$ cat src/rtl/fetch_ctrl_pkg.sv
// Shared types and constants for the fetch sequencing controller.
package fetch_ctrl_pkg;

    localparam int unsigned FETCH_BYTES = 8;
    localparam int unsigned XLEN        = 64;

    localparam logic [XLEN-1:0] ALIGN_MASK = ~64'h7;
    localparam logic [XLEN-1:0] INST_MASK  = ~64'h3;

    localparam logic [1:0] SLOT_BOTH  = 2'b11;
    localparam logic [1:0] SLOT_UPPER = 2'b10;

    typedef enum logic [2:0] {
        IDLE,
        REQ,
        WAIT,
        HOLD,
        DRAIN
    } state_e;

    // A PC in the upper half of the word leaves slot 0 behind the fetch point.
    function automatic logic [1:0] slot_valid_of(input logic upper_half);
        return upper_half ? SLOT_UPPER : SLOT_BOTH;
    endfunction

endpackage

$ cat src/rtl/fetch_next_pc_sel.sv
// Priority mux for the next fetch PC: commit redirect, mispredict, BPU taken, sequential.
module fetch_next_pc_sel
    import fetch_ctrl_pkg::*;
#(
    parameter int unsigned STRIDE = 8
) (
    input  logic [XLEN-1:0] pc,
    input  logic            pc_redirect_valid,
    input  logic [XLEN-1:0] pc_redirect_target,
    input  logic            mispred_valid,
    input  logic [XLEN-1:0] mispred_target,
    input  logic            bpu_taken_valid,
    input  logic [XLEN-1:0] bpu_target,
    output logic [XLEN-1:0] next_pc_c,
    output logic            redirect_c
);

    always_comb begin
        next_pc_c  = (pc & ALIGN_MASK) + XLEN'(STRIDE);
        redirect_c = pc_redirect_valid | mispred_valid;
        if (pc_redirect_valid) begin
            next_pc_c = pc_redirect_target & INST_MASK;
        end else if (mispred_valid) begin
            next_pc_c = mispred_target & INST_MASK;
        end else if (bpu_taken_valid) begin
            next_pc_c = bpu_target;
        end
    end

endmodule

$ cat src/rtl/fetch_ctrl.sv
// Fetch PC owner: one icache request at a time, returned word presented as a two-slot pack.
// Optional FETCH_CTRL_PERF_EN adds accepted-pack and dropped-response/pack counters.
module fetch_ctrl #(
    parameter logic [63:0] RESET_PC    = 64'h0,
    parameter int unsigned FETCH_BYTES = 8
) (
    input  logic        clock,
    input  logic        reset,
    input  logic        io_i_pc_redirect_valid,
    input  logic [63:0] io_i_pc_redirect_target,
    input  logic        io_i_mispred_valid,
    input  logic [63:0] io_i_mispred_target,
    input  logic        io_i_bpu_taken_valid,
    input  logic [63:0] io_i_bpu_target,
    output logic [63:0] io_icache_io_o_addr,
    output logic        io_icache_io_o_addr_valid,
    input  logic        io_icache_io_i_addr_ready,
    input  logic [63:0] io_icache_io_i_data,
    input  logic        io_icache_io_i_data_valid,
    output logic        io_o_fetch_pack_valid,
    input  logic        io_o_fetch_pack_ready,
    output logic [63:0] io_o_fetch_pack_pc,
    output logic [63:0] io_o_fetch_pack_insts,
    output logic [1:0]  io_o_fetch_pack_slot_valid,
    output logic        io_o_flush
`ifdef FETCH_CTRL_PERF_EN
    ,
    output logic [31:0] io_o_perf_fetch_cnt,
    output logic [31:0] io_o_perf_drop_cnt
`endif
);

    import fetch_ctrl_pkg::*;

    state_e            state_q, state_d;
    logic [XLEN-1:0]   pc_q, pc_d;
    logic [XLEN-1:0]   next_pc_q, next_pc_d;
    logic [XLEN-1:0]   sel_next_pc;
    logic              redirect;
    logic              capture;
    logic              handshake;

    assign handshake           = io_icache_io_o_addr_valid & io_icache_io_i_addr_ready;
    assign io_icache_io_o_addr = pc_q & ALIGN_MASK;

    fetch_next_pc_sel #(
        .STRIDE(FETCH_BYTES)
    ) u_next_pc_sel (
        .pc                 (pc_q),
        .pc_redirect_valid  (io_i_pc_redirect_valid),
        .pc_redirect_target (io_i_pc_redirect_target),
        .mispred_valid      (io_i_mispred_valid),
        .mispred_target     (io_i_mispred_target),
        .bpu_taken_valid    (io_i_bpu_taken_valid),
        .bpu_target         (io_i_bpu_target),
        .next_pc_c          (sel_next_pc),
        .redirect_c         (redirect)
    );

    // Next-state logic; a redirect always retargets the PC and squashes in-flight work.
    always_comb begin
        state_d   = state_q;
        pc_d      = pc_q;
        next_pc_d = next_pc_q;
        capture   = 1'b0;
        case (state_q)
            IDLE: state_d = REQ;
            REQ: begin
                if (handshake) begin
                    state_d = redirect ? DRAIN : WAIT;
                end
            end
            WAIT: begin
                if (io_icache_io_i_data_valid) begin
                    if (redirect) begin
                        state_d = REQ;
                    end else begin
                        state_d   = HOLD;
                        capture   = 1'b1;
                        next_pc_d = sel_next_pc;
                    end
                end else if (redirect) begin
                    state_d = DRAIN;
                end
            end
            HOLD: begin
                if (redirect) begin
                    state_d = REQ;
                end else if (io_o_fetch_pack_ready) begin
                    state_d = REQ;
                    pc_d    = next_pc_q;
                end
            end
            DRAIN: begin
                if (io_icache_io_i_data_valid) begin
                    state_d = REQ;
                end
            end
            default: state_d = IDLE;
        endcase
        if (redirect) begin
            pc_d = sel_next_pc;
        end
    end

    always_ff @(posedge clock) begin
        if (reset) begin
            state_q                    <= IDLE;
            pc_q                       <= RESET_PC & INST_MASK;
            next_pc_q                  <= '0;
            io_icache_io_o_addr_valid  <= 1'b0;
            io_o_fetch_pack_valid      <= 1'b0;
            io_o_fetch_pack_pc         <= '0;
            io_o_fetch_pack_insts      <= '0;
            io_o_fetch_pack_slot_valid <= '0;
            io_o_flush                 <= 1'b0;
        end else begin
            state_q                   <= state_d;
            pc_q                      <= pc_d;
            next_pc_q                 <= next_pc_d;
            io_icache_io_o_addr_valid <= (state_d == REQ);
            io_o_fetch_pack_valid     <= (state_d == HOLD);
            io_o_flush                <= redirect;
            if (capture) begin
                io_o_fetch_pack_pc         <= pc_q & ALIGN_MASK;
                io_o_fetch_pack_insts      <= io_icache_io_i_data;
                io_o_fetch_pack_slot_valid <= slot_valid_of(pc_q[2]);
            end
        end
    end

`ifdef FETCH_CTRL_PERF_EN
    logic pack_accept;
    logic pack_drop;

    assign pack_accept = (state_q == HOLD) & ~redirect & io_o_fetch_pack_ready;
    assign pack_drop   = (redirect & (((state_q == WAIT) & io_icache_io_i_data_valid) |
                                      (state_q == HOLD))) |
                         ((state_q == DRAIN) & io_icache_io_i_data_valid);

    always_ff @(posedge clock) begin
        if (reset) begin
            io_o_perf_fetch_cnt <= '0;
            io_o_perf_drop_cnt  <= '0;
        end else begin
            if (pack_accept) io_o_perf_fetch_cnt <= io_o_perf_fetch_cnt + 32'd1;
            if (pack_drop)   io_o_perf_drop_cnt  <= io_o_perf_drop_cnt + 32'd1;
        end
    end
`endif

endmodule

$ cat config.mk
export PLATFORM = sky130hd
export DESIGN_NAME = fetch_ctrl
export DESIGN_NICKNAME = d
export VERILOG_FILES = /design/src/rtl/fetch_ctrl_pkg.sv /design/src/rtl/fetch_next_pc_sel.sv /design/src/rtl/fetch_ctrl.sv
export SDC_FILE = /design/constraint.sdc
export NUM_CORES = 1
export LEC_CHECK = 0
export ABC_CLOCK_PERIOD_IN_PS = 3100
export BUFFER_PORTS_ARGS = -buffer_cell sky130_fd_sc_hd__buf_2
export CAP_MARGIN = 25
export CORE_MARGIN = 5
export CORE_UTILIZATION = 45
export DETAILED_ROUTE_END_ITERATION = 10
export PLACE_DENSITY_LB_ADDON = 0.3
export SLEW_MARGIN = 5
export SYNTH_ARGS = -nofsm -noshare
export SYNTH_HDL_FRONTEND = slang
export SYNTH_SLANG_ARGS = --single-unit
$ cat constraint.sdc
create_clock -name clock -period 3.1 [get_ports clock]
set_input_delay 0.31 -clock clock [delete_from_list [all_inputs] [get_ports clock]]
set_output_delay 0.31 -clock clock [all_outputs]
set_load 0.02 [all_outputs]
* Yosys cells after proc, flatten, opt, wreduce, memory -nomap -nowiden
Index checks and enable logic that the tools add are counted.
** Word-level totals
- Word-level logic and storage cells :: 43
- Output and inout port bits :: 197
- Memories :: 0
- Latch bits :: 0
- Bits in read-only memories :: 0
- Input port bits :: 264
- Register bits :: 261
- RAM bits :: 0
** Cells by class
- Reductions and logical operators :: 5
- Divide/modulo/power cells :: 0
- Add/sub/neg operators :: 1
- Multipliers :: 0
- Bitwise gates (word level) :: 3
- Equal/unequal tests :: 6
- $lt $le $gt $ge :: 0
- Shift-type cells :: 0
- Multiplexer cells :: 19
** Operator list (number)
- $mux W64 :: 6
- $add A64 B4 Y64 const B :: 1
- $mux W3 :: 7
- $pmux W3 S5 :: 1
- $eq A3 B2 Y1 const B :: 3
- $eq A3 B1 Y1 const B :: 2
- $mux W1 :: 4
- $reduce_bool A2 Y1 :: 2
- $eq A3 B3 Y1 const B :: 1
- $logic_not A3 Y1 :: 1
- $reduce_and A3 Y1 :: 1
- $mux W2 :: 1
- $reduce_and A2 Y1 :: 1
- $and A1 B1 Y1 :: 1
- $not A1 Y1 :: 1
- $or A1 B1 Y1 :: 1

* Logic depth before layout (Yosys ltp)
- Depth in word-level cells :: 5
- Gate-level depth with buffers :: 9

* By module
From an unflattened synthesis, not the netlist that was laid out.
** Unflattened totals
- Cells, all modules :: 1767
- Area, all modules :: 13789.5 µm²
** Modules (own cells, without submodules)
- fetch_ctrl :: seq. area each 5225.0 µm², instances 1, cells each 1262, area an instance 10817.9 µm²
- fetch_next_pc_sel :: seq. area each 0.0 µm², instances 1, cells each 505, area an instance 2971.6 µm²

* Worst setup path after synthesis
No wires, ideal clock.
- Path kind :: register to register
- Start point :: reg pc_q[15]
- End point :: reg next_pc_q[59]
- Clock period less this slack :: 2451 ps
- Arrival :: 2372 ps
- Slack :: 649 ps
- Data required time :: 3021 ps
- Cell stages (with the launch flop) :: 10
- Buffers on the path :: 3
- Path through :: dfxtp_1 -> buf_2 -> nand4_2 -> or4_1 -> buf_2 -> or4b_4 -> buf_6 -> nor4_4 -> xnor2_1 -> a211oi_2
** Between the ends
- Cells in the longest elaborated chain, start to end :: 4
** RTL lines
- from (decl) :: RTL line fetch_ctrl.sv:36 : logic [XLEN-1:0] pc_q, pc_d;
- from (signal assigned) :: RTL line fetch_ctrl.sv:109 : pc_q <= RESET_PC & INST_MASK;
- from (signal assigned) :: RTL line fetch_ctrl.sv:119 : pc_q <= pc_d;
- $add A64 B4 Y64 :: RTL line fetch_next_pc_sel.sv:19 : next_pc_c = (pc & ALIGN_MASK) + XLEN'(STRIDE);
- $mux W64 :: RTL line fetch_next_pc_sel.sv:25 : end else if (bpu_taken_valid) begin
- $mux W64 :: RTL line fetch_next_pc_sel.sv:23 : end else if (mispred_valid) begin
- $mux W64 :: RTL line fetch_next_pc_sel.sv:21 : if (pc_redirect_valid) begin
- to (signal assigned) :: RTL line fetch_ctrl.sv:120 : next_pc_q <= next_pc_d;
- to (decl) :: RTL line fetch_ctrl.sv:37 : logic [XLEN-1:0] next_pc_q, next_pc_d;
Every way passes these cells.
A chain may end at the register's enable or synchronous reset.

* Worst setup path after layout
- Start point :: reg pc_q[15]
- End point :: reg next_pc_q[58]
The elaborated chain is that of the path after synthesis.

==> results.cfg <==
[worst_setup_path]
critical_path_required_ps = 3560
critical_path.max_stage_delay_ps = 750
largest_fanout_on_the_critical_path = 10
critical_path.n_buffers_inverters = 0
r2r_slack_ps = 220
critical_path.startpoint_type = flip-flop
critPathCaptureType = flip-flop
cp.arrival_ps = 3340
cp_common_cell = or4_1
cp_cell_sequence = nand4_2, or4_1, nor3_2, nand4_1, or4_1, o211ai_1
cpLargestDelayFamily = simple AND/OR/NAND/NOR gates
critical_path.slowest_cell = or4_1
worst-setup-path-type = reg2reg

[floorplanning]
initial_core_util_pct = 45.5
row_count = 61
chipWidth_um = 178
die-area_um2 = 31600
floorplan.die.height_um = 178
io_pins = 461
fp.coreArea_um2 = 27800

[detailed_routing]
detail_route.wirelength_um = 47800
post_route_antenna_net_violation_count = 0
avgRoutedWirePerCell_um = 19.4
route.detailed.drc = 0
detail_route.vias_per_cell = 5.52
dr.pass1.iters = 5
vias = 13600
initial_detailed_routing_violation_count = 1094

[place]
gpl.final_weighted_congestion = 0.895
dp.final_hpwl_um = 33600
io_buffers = 448

[sta]
clock.fmax_mhz = 347
finalClockSkew_ps = 11.7
totalNegativeSetupSlack_ps = 0
fin_hold_ws_ps = 21.2
rsz_0062_raised_after_global_routing = false
final_hold_viol_count = 0
slew-limit-headroom_pct = 31.9
period_needed_ps = 2880
max_slew.worst_pin.slew_ps = 1020
drv_slew = 0
period_share_pct = 92.9
finalSetupViolations = 0

[layout]
drive_gt1_share_pct = 27.1
area_growth_pct = 29.8
count_of_fill_cells_added_during_filler_insertion = 2625
final_nets = 2328
multi_input_area_um2 = 6470
sequential_cell_area_um2 = 5140

[yosys]
synth-seq-cells = 257
compound_gate_portion_of_the_synthesized_area_pct = 18.2
synth_top_cells_by_area = dfxtp_1, nand2_1, a21oi_1, mux2i_1, nor2_1
synth_top_cell_area_share_pct = 40.7
ys.flop_type = dfxtp_1
yosys-mux-area-fraction_pct = 6.10
top_count_cell_post_synth = nand2_1
post_synth_inst_count = 1670
netlist.top_cell.by_area = dfxtp_1
synth.lib_cells_used.distinct = 62
synth.cells.most_frequent = nand2_1, dfxtp_1, a21oi_1, nor2_1, clkbuf_1
sequential_fraction_of_the_synthesis_area_pct = 40.7
postSynthAreaPerCell_um2 = 7.57
synth-xor-area-share_pct = 3.25
synth_enable_flop_cells = 0
yosysWarnings = 0
asyncSetResetFlopFracSynth_pct = 0
synth-adder-area-share_pct = 0.178
post_synth_design_cell_area_um2 = 12600
post_synth_and_or_nand_nor_area_fraction_pct = 23.2
synth_top_family_by_area = simple AND/OR/NAND/NOR gates

[global_routing]
globalRouteMet3Util_pct = 6.22
grt.met2_usage_pct = 48.0
grt-ovfl-total = 0
grt.met1_usage_pct = 35.9
grt_pass1_wl_um = 72200
grt_max_degree = 121
vias_in_the_first_global_route = 13100
grt_usage_pct = 28.5
gr-max-usage-layer = met2
grt_antenna_before_repair = 8

[cts]
cts_tree = done
cts_buffers = 29
clock_insertion_delay_worst_skew_ps = 530
clock-root-buffer = clkbuf_16
ctsHtreeMaxLevel = 1
clk_path_buf_depth = 3
cts.sinks = 257
cts.repair.resized = 0
worst_setup_hold_path_clk_slew_ps = 60

[flow_run]
timing.max_cap.violations = 0

[worst_hold_path]
min_path_type = in2reg

[status]
outcome = completed

[power]
max-vdd-ir-drop_v = 0.000396
power-per-cell-area_nw_per_um2 = 489
total_leakage_power_uw = 0.00720
power breakdown:
part           total (uW)  switching (uW)  internal [uW]
sequential           3470             106           3370
combinational         889             510            380
clock                3670            1380           2300
total                8030            1990           6040
path summary, 6_finish.rpt:
kind | start | endpoint | depth (start not counted)
hold / removal | io_icache_io_i_data[45] | io_o_fetch_pack_insts[45] | 3
hold reg to reg | io_o_fetch_pack_pc[20] | io_o_fetch_pack_pc[20] | 2
setup reg to reg | pc_q[15] | next_pc_q[58] | 6
setup / recovery | pc_q[15] | next_pc_q[58] | 6
per-stage QoR:
| stage | cell area (um^2) | std cells | utilization, % | worst slack [ps] | power (uW) |
|---|---|---|---|---|---|
| after floorplan | 12700 | 1675 | - | 649 | 4030 |
| after global placement | 14800 | 2353 | 53.4 | 354 | 4350 |
| after detailed placement | 14800 | 2353 | 53.4 | 317 | 4360 |
| after CTS | 16400 | 2458 | 59.0 | 299 | 8090 |
| after global routing | 16400 | 2464 | 59.1 | 121 | 8330 |
| final | 16400 | 2465 | 59.1 | 221 | 8030 |
timing repair:
action,in CTS,in global routing
hold endpoints to repair,56,0
setup buffers,0,0
hold buffers,56,0
logic make-up (layout without fill, tap and decap cells):
family | after synthesis | count (layout)
other cells | 1 | 12
xor+xnor | 47 | 47
flops | 257 | 257
compound gates | 390 | 390
mux | 77 | 77
buf+inv | 214 | 620
fa+ha+maj | 2 | 2
simple gates | 682 | 682
per-layer routing:
| metal | vias to the layer above | wire length [um] |
|---|---|---|
| li1 | 6444 | - |
| met1 | 6332 | 18900 |
| met2 | 715 | 22900 |
| met3 | 109 | 4260 |
| met4 | 6 | 1640 |
| met5 | - | 39 |
worst min-delay path, cell delays in order:
cell and delay [ps]:
buf_2 100, nand2_1 50, a21oi_1 50
registers in the layout, indices dropped and copies added (netlist names):
name,count
next_pc_q,62
io_o_fetch_pack_slot_valid,2
io_o_fetch_pack_insts,64
state_q,3
io_o_fetch_pack_pc,61
io_icache_io_o_addr_valid,1
io_o_fetch_pack_valid,1
io_o_flush,1
pc_q,62
placed cells by master (no fill, tap or decap), drive strengths merged, types with 20 or more instances in the layout:
cell type    count
xor2            20
dfxtp          257
nor3            39
clkbuf          40
nand3           21
buf            500
a21oi          190
nor2           149
nand2          390
dlygate4sd3     56
o21ai           84
xnor2           27
mux2i           76
area by class of cell:
class                   count  share of cell area, %
clock inverters            10                   1.26
inverters                  14                  0.320
flip-flops and latches    257                   31.3
well taps                 378                   2.88
multi-input cells        1204                   39.4
diodes                      6                 0.0914
repair buffers            557                   19.8
clock buffers              39                   4.89
Power figures use the tool's default switching activity.
